`config.mk`:
```
export PLATFORM = sky130hd
export DESIGN_NAME = uart_rx_packer
export DESIGN_NICKNAME = d
export VERILOG_FILES = /design/src/rtl/uart_rx_packer.sv
export SDC_FILE = /design/constraint.sdc
export NUM_CORES = 2
export LEC_CHECK = 0
export CAP_MARGIN = 10
export CORE_ASPECT_RATIO = 0.8
export CORE_MARGIN = 8
export CORE_UTILIZATION = 45
export CTS_CLUSTER_DIAMETER = 60
export DETAILED_ROUTE_END_ITERATION = 6
export HOLD_SLACK_MARGIN = 0.02
export PLACE_DENSITY_LB_ADDON = 0.15
export RECOVER_POWER = 100
export REMOVE_ABC_BUFFERS = 1
export SYNTH_ARGS = -nofsm -noshare
export SYNTH_HDL_FRONTEND = slang
export SYNTH_SLANG_ARGS = --single-unit
```
`constraint.sdc`:
```
create_clock -name clk -period 7.3 [get_ports clk]
set_input_delay 1.46 -clock clk [delete_from_list [all_inputs] [get_ports clk]]
set_output_delay 1.46 -clock clk [all_outputs]
set_load 0.005 [all_outputs]
```
`src/rtl/uart_rx_packer.sv`:
```
// uart_rx_packer: 8N1 UART receiver that packs consecutive characters into one wide
// word and holds it in a valid/ready output register. Characters with a bad stop bit
// raise a one-cycle frame_err and are dropped. A complete word that arrives while the
// output register is still full is dropped and sets the sticky overrun flag.
module uart_rx_packer #(
   parameter int CLOCKS_PER_PULSE = 200_000_000 / 9600,
   parameter int BITS_PER_WORD    = 8,
   parameter int W_OUT            = 576
) (
   input  logic             clk,
   input  logic             rst,
   input  logic             rx,
   input  logic             m_ready,
   output logic             m_valid,
   output logic [W_OUT-1:0] m_data,
   output logic             frame_err,
   output logic             overrun
);

   // Characters per packed word, and counter widths (each at least one bit).
   localparam int N     = W_OUT / BITS_PER_WORD;
   localparam int IDX_W = (N > 1) ? $clog2(N) : 1;
   localparam int CNT_W = $clog2(CLOCKS_PER_PULSE);
   localparam int BIT_W = (BITS_PER_WORD > 1) ? $clog2(BITS_PER_WORD) : 1;

   localparam logic [CNT_W-1:0] CNT_LAST = CNT_W'(CLOCKS_PER_PULSE - 1);
   localparam logic [CNT_W-1:0] CNT_MID  = CNT_W'(CLOCKS_PER_PULSE / 2 - 1);
   localparam logic [CNT_W-1:0] CNT_ONE  = CNT_W'(1);
   localparam logic [BIT_W-1:0] BIT_LAST = BIT_W'(BITS_PER_WORD - 1);
   localparam logic [BIT_W-1:0] BIT_ONE  = BIT_W'(1);
   localparam logic [IDX_W-1:0] IDX_LAST = IDX_W'(N - 1);
   localparam logic [IDX_W-1:0] IDX_ONE  = IDX_W'(1);

   // Receiver states.
   localparam logic [1:0] S_IDLE  = 2'd0;
   localparam logic [1:0] S_START = 2'd1;
   localparam logic [1:0] S_DATA  = 2'd2;
   localparam logic [1:0] S_STOP  = 2'd3;

   // Two-flop synchroniser for the asynchronous serial line.
   logic rx_meta_q, rx_meta_d;
   logic rx_s_q,    rx_s_d;

   // Bit-level receiver.
   logic [1:0]               state_q,   state_d;
   logic [CNT_W-1:0]         cnt_q,     cnt_d;
   logic [BIT_W-1:0]         bit_idx_q, bit_idx_d;
   logic [BITS_PER_WORD-1:0] shift_q,   shift_d;
   logic [BITS_PER_WORD:0]   shift_cat;
   // armed_q: a high line sample has been seen since the last character ended, so a
   // low level in IDLE is a genuine start edge rather than a continuing break.
   logic                     armed_q,   armed_d;
   logic                     byte_ok;
   logic                     frame_bad;

   // Word packer and output register.
   logic [IDX_W-1:0] byte_idx_q, byte_idx_d;
   logic [W_OUT-1:0] acc_q,      acc_d;
   logic [N-1:0]     slot_wr;
   logic             word_done;
   logic             drain;
   logic             load_word;
   logic             m_valid_q,   m_valid_d;
   logic [W_OUT-1:0] m_data_q,    m_data_d;
   logic             frame_err_q, frame_err_d;
   logic             overrun_q,   overrun_d;

   // Synchroniser next-state: shift rx through two stages.
   always_comb begin
      rx_meta_d = rx;
      rx_s_d    = rx_meta_q;
   end

   // Receiver FSM: start-bit qualification at mid-bit, then one sample per bit period.
   always_comb begin
      state_d   = state_q;
      cnt_d     = cnt_q;
      bit_idx_d = bit_idx_q;
      shift_d   = shift_q;
      armed_d   = armed_q;
      byte_ok   = 1'b0;
      frame_bad = 1'b0;
      shift_cat = {rx_s_q, shift_q};

      case (state_q)
         S_IDLE: begin
            if (!rx_s_q && armed_q) begin
               state_d = S_START;
               cnt_d   = '0;
            end else if (rx_s_q) begin
               armed_d = 1'b1;
            end
         end

         S_START: begin
            if (cnt_q == CNT_MID) begin
               cnt_d = '0;
               if (!rx_s_q) begin
                  state_d   = S_DATA;
                  bit_idx_d = '0;
               end else begin
                  // Line was back high by mid-bit: treat as a glitch, silently.
                  state_d = S_IDLE;
                  armed_d = 1'b1;
               end
            end else begin
               cnt_d = cnt_q + CNT_ONE;
            end
         end

         S_DATA: begin
            if (cnt_q == CNT_LAST) begin
               cnt_d   = '0;
               // LSB arrives first, so new bits enter at the top and shift down.
               shift_d = shift_cat[BITS_PER_WORD:1];
               if (bit_idx_q == BIT_LAST) begin
                  state_d = S_STOP;
               end else begin
                  bit_idx_d = bit_idx_q + BIT_ONE;
               end
            end else begin
               cnt_d = cnt_q + CNT_ONE;
            end
         end

         S_STOP: begin
            if (cnt_q == CNT_LAST) begin
               cnt_d   = '0;
               // Return to IDLE immediately so a start bit right after the stop
               // bit is caught. A low stop bit leaves us disarmed until the line
               // has been seen high again, so a break yields one error only.
               state_d = S_IDLE;
               armed_d = rx_s_q;
               if (rx_s_q) begin
                  byte_ok = 1'b1;
               end else begin
                  frame_bad = 1'b1;
               end
            end else begin
               cnt_d = cnt_q + CNT_ONE;
            end
         end

         default: begin
            state_d = S_IDLE;
            cnt_d   = '0;
         end
      endcase
   end

   // Per-slot accumulator write: the accepted character lands in slot byte_idx_q.
   generate
      for (genvar gi = 0; gi < N; gi++) begin : g_slot
         assign slot_wr[gi] = byte_ok && (byte_idx_q == IDX_W'(gi));
         assign acc_d[gi*BITS_PER_WORD +: BITS_PER_WORD] =
            slot_wr[gi] ? shift_q : acc_q[gi*BITS_PER_WORD +: BITS_PER_WORD];
      end
   endgenerate

   // Packer control and output register: load a finished word when the register
   // is free or emptying this cycle, otherwise drop it and flag the overrun.
   always_comb begin
      word_done = byte_ok && (byte_idx_q == IDX_LAST);
      drain     = m_valid_q && m_ready;
      load_word = word_done && (!m_valid_q || m_ready);

      byte_idx_d = byte_idx_q;
      if (byte_ok) begin
         byte_idx_d = (byte_idx_q == IDX_LAST) ? '0 : (byte_idx_q + IDX_ONE);
      end

      // acc_d already contains the final character, so it is the complete word.
      m_data_d = load_word ? acc_d : m_data_q;

      m_valid_d = m_valid_q;
      if (load_word) begin
         m_valid_d = 1'b1;
      end else if (drain) begin
         m_valid_d = 1'b0;
      end

      overrun_d   = overrun_q || (word_done && !load_word);
      frame_err_d = frame_bad;
   end

   // State registers; reset discards any partial character or partial word.
   always_ff @(posedge clk) begin
      if (rst) begin
         rx_meta_q   <= 1'b1;
         rx_s_q      <= 1'b1;
         state_q     <= S_IDLE;
         cnt_q       <= '0;
         bit_idx_q   <= '0;
         shift_q     <= '0;
         armed_q     <= 1'b1;
         byte_idx_q  <= '0;
         acc_q       <= '0;
         m_valid_q   <= 1'b0;
         m_data_q    <= '0;
         frame_err_q <= 1'b0;
         overrun_q   <= 1'b0;
      end else begin
         rx_meta_q   <= rx_meta_d;
         rx_s_q      <= rx_s_d;
         state_q     <= state_d;
         cnt_q       <= cnt_d;
         bit_idx_q   <= bit_idx_d;
         shift_q     <= shift_d;
         armed_q     <= armed_d;
         byte_idx_q  <= byte_idx_d;
         acc_q       <= acc_d;
         m_valid_q   <= m_valid_d;
         m_data_q    <= m_data_d;
         frame_err_q <= frame_err_d;
         overrun_q   <= overrun_d;
      end
   end

   assign m_valid   = m_valid_q;
   assign m_data    = m_data_q;
   assign frame_err = frame_err_q;
   assign overrun   = overrun_q;

endmodule

```
==> flow_metrics.py <==
metrics = {
    "status": {
        "status": "finished with violations",
        "violations": "capacitance limit, slew limit",
    },
    "critical_path": {
        "critPathRequiredTime_ps": 7760,
        "slowest_stage": "clkbuf_4",
        "arrival_ps": 5710,
        "slowest_delay_ps": 1970,
        "regToRegStartpoint": "byte_idx_q[0]",
        "r2r_slack_ps": 2170,
        "reg2reg_to": "m_data[444]",
        "path_cells": "clkbuf_2 > clkbuf_4 > nor2_1",
        "cp-end-kind": "flip-flop",
        "worst-path-max-fanout": 219,
        "start_kind": "input port",
        "criticalPathCategory": "input port to flip-flop",
        "r2r_cells": 6,
    },
    "timing": {
        "clock.fmax_mhz": 191,
        "slew_headroom": -0.789,
        "clock_skew_ps": 20.8,
        "setup_slack_ps": 2050,
        "period_share": 0.719,
        "worst_hold_slack_ps": 414,
        "setup-violations-final": 0,
        "tightest_slew_ps": 2680,
        "setup_tns_ps": 0,
        "fin_crit_ps": 5250,
        "rsz0062_at_grt": "no",
        "hold_viol_final": 0,
        "slew_viol_final": 1175,
    },
    "layout": {
        "area_delta_synth_final_pct": 23.7,
        "drive_gt1_frac": 0.0545,
        "nets": 5149,
        "stdcell_area_sq_um": 52400,
        "multiInputGateArea_sq_um": 16900,
        "utilization": 0.562,
        "n_fill_cell": 8475,
        "regArea_sq_um": 23800,
    },
    "placed_design": {
        "port_buffers": 582,
        "hpwl_um": 76100,
        "dp_slack_ps": 3150,
        "place_congestion": 0.790,
        "place_area_sq_um": 48600,
    },
    "power_and_ir_drop": {
        "p_leak_uw": 0.0224,
        "switchingPower_uw": 2670,
        "combPwrFrac": 0.010,
        "p_per_area_nw_per_um2": 244,
        "ir_drop_mv": 0.188,
        "swShare": 0.209,
        "internal_power_uw": 10100,
        "clockPowerShare": 0.482,
        "seqPwrFrac": 0.507,
    },
    "grt": {
        "grt_antenna_before_repair": 1,
        "grt_max_degree": 220,
        "grt.total_usage": 0.229,
        "grt_overflow": 0,
        "grt_pass1_vias": 31500,
        "grt_pass1_wl_um": 192000,
    },
    "floorplanning": {
        "die_w_um": 359,
        "ios": 583,
        "initial_core_util": 0.454,
        "rows": 100,
        "die_area_sq_um": 104000,
        "core_area_sq_um": 93200,
        "fp.dieH_um": 290,
    },
    "yosys": {
        "synth.avg_cell_area_sq_um": 8.85,
        "yosysWarnings": 0,
        "synthFlopType": "dfxtp_1",
        "synth-async-reset-ratio": 0,
        "yosysSeqAreaShare": 0.560,
        "synthXorXnorAreaFrac": 0.00145,
        "synth.most_common_cell": "nand2_1",
        "synth-simple-area-share": 0.192,
        "synth-compound-area-share": 0.0895,
        "netlist_area_sq_um": 42400,
        "synthTopCellsByCount": "nand2_1, dfxtp_1, a21oi_1, nor2_1, mux2i_1",
        "synthTopCellsByArea": "dfxtp_1, nand2_1, mux2i_1",
        "yosys.area.top_type": "dfxtp_1",
        "synth_top_area_share": 0.560,
        "synthAdderAreaFrac": 0.00236,
        "muxShareOfSynthArea": 0.114,
        "synthCells": 4783,
        "synth_edf_count": 0,
        "ys_ff_latch": 1185,
        "ys_types": 53,
        "synth_top_family_by_area": "simple AND/OR/NAND/NOR gates",
    },
    "cts": {
        "clkSinkCount": 1185,
        "ctsHoldBuffers": 0,
        "cts_resized": 0,
        "cts_buffers": 116,
        "root_buffer": "clkbuf_16",
        "clk-insertion-delay-late_ps": 680,
        "tritoncts": "built",
        "postCtsSetupBuffers": 0,
        "htree_num_levels": 3,
        "cts_buffer_depth": 3,
        "clk_pin_slew_ps": 60,
    },
    "drt": {
        "drc": 0,
        "dr.pass1.iters": 5,
        "drt_iter0_drc": 2270,
        "routed_wl_um": 126000,
        "routedWlPerCell_um": 19.5,
        "drt-vias-per-instance": 5.16,
        "ant_nets": 0,
        "vias": 33400,
    },
    "min_path": {
        "whs_path_depth": 1,
        "hold_class": "flip-flop to flip-flop",
        "whs_endpoint": "rx_s_q",
        "hold_start": "rx_meta_q",
    },
    "job": {
        "max-cap-violations": 14,
    },
}
-- flip-flops by register name (all words and copies together), names as in the netlist, named ones only --
name,flops
rx_s_q,1
overrun,1
bit_idx_q,3
state_q,1
m_data,576
rx_meta_q,1
shift_q,8
cnt_q,15
armed_q,1
acc_q,568
frame_err,1
m_valid,1
byte_idx_q,7
-- layer usage --
metal	up-vias	share of wire	track usage
li1	16400	-	-
met1	15900	0.45	0.306
met2	799	0.47	0.378
met3	182	0.052	0.0431
met4	0	0.025	0.0627
met5	-	0	0
-- cells by family (layout without fill, tap and decap cells) --
logic type               count (synthesis)  count (layout)
AND/OR/NAND/NOR                       1981            1981
adder cells (fa/ha/maj)                  8               8
other                                    0               2
XOR/XNOR                                 7               7
multiplexers                           481             481
AO/OA/AOI/OAI                          720             720
flip-flops                            1185            1185
buffers and inverters                  401             850
-- layout by cell type (no fill, tap or decap), types with 3 or more instances in the layout --
master and n:
inv_1 10, clkbuf_16 119, dfxtp_4 8, nor4_2 3, buf_12 7, nor2b_1 3, nand2b_1 5, o21ai_0 6
nand4_2 15, nor4_1 4, nor3_1 10, xnor2_1 6, nand2_1 1284, buf_4 22, and2_1 3, nand3_1 32
nand3_2 9, a31oi_1 8, a211oi_1 43, clkbuf_1 31, dfxtp_1 1177, bufinv_16 9, clkbuf_8 29, clkbuf_2 5
nand3b_1 3, nor2_1 539, dlygate4sd3_1 579, mux2i_1 481, nor4_4 6, clkinv_2 23, ha_2 4, and3_1 27
ha_1 4, nand4_1 16, a21oi_1 647, inv_6 4, and4_1 4
-- through the flow --
stage / std cells / power (uW)
finish: 6458 / 12800
global route: 6456 / 13100
CTS: 6455 / 12900
detailed placement: 6242 / 6750
global placement: 6242 / 6750
floorplan: 4392 / 6630
-- layout make-up --
cell class / instances / area share
Sequential cell: 1185 / 0.454
Clock buffer: 169 / 0.0660
Clock inverter: 44 / 0.00994
Antenna cell: 2 / 0.0000956
Tap cell: 1224 / 0.0292
Timing Repair Buffer: 627 / 0.118
Inverter: 10 / 0.000717
Multi-Input combinational cell: 3197 / 0.322
-- power by group through the flow --
stage / Sequential, uW / Combinational [uW] / Clock, uW
after floorplan: 6610 / 19.2 / 0
after global placement: 6610 / 137 / 0
after detailed placement: 6610 / 137 / 0
after CTS: 6470 / 136 / 6270
after global routing: 6460 / 144 / 6540
final: 6470 / 132 / 6150
-- worst max-delay path by stage --
stage,startpoint,to,slack [ps],cells after the start
2_1_floorplan,byte_idx_q[4],m_data[376],-5160,4
3_3_place_gp,m_ready,m_data[460],3220,6
3_5_place_dp,m_ready,m_data[401],3150,6
4_1_cts,byte_idx_q[0],m_data[379],3300,6
5_1_grt,rst,acc_q[428],1720,3
6_report,rst,acc_q[136],2050,3
-- worst max-delay path: cells and delay by family --
family,cells,cell delay (ps)
buffers and inverters,2,3740
and+or+nand+nor,1,130
Note: power is estimated with default switching activity, not from simulation.
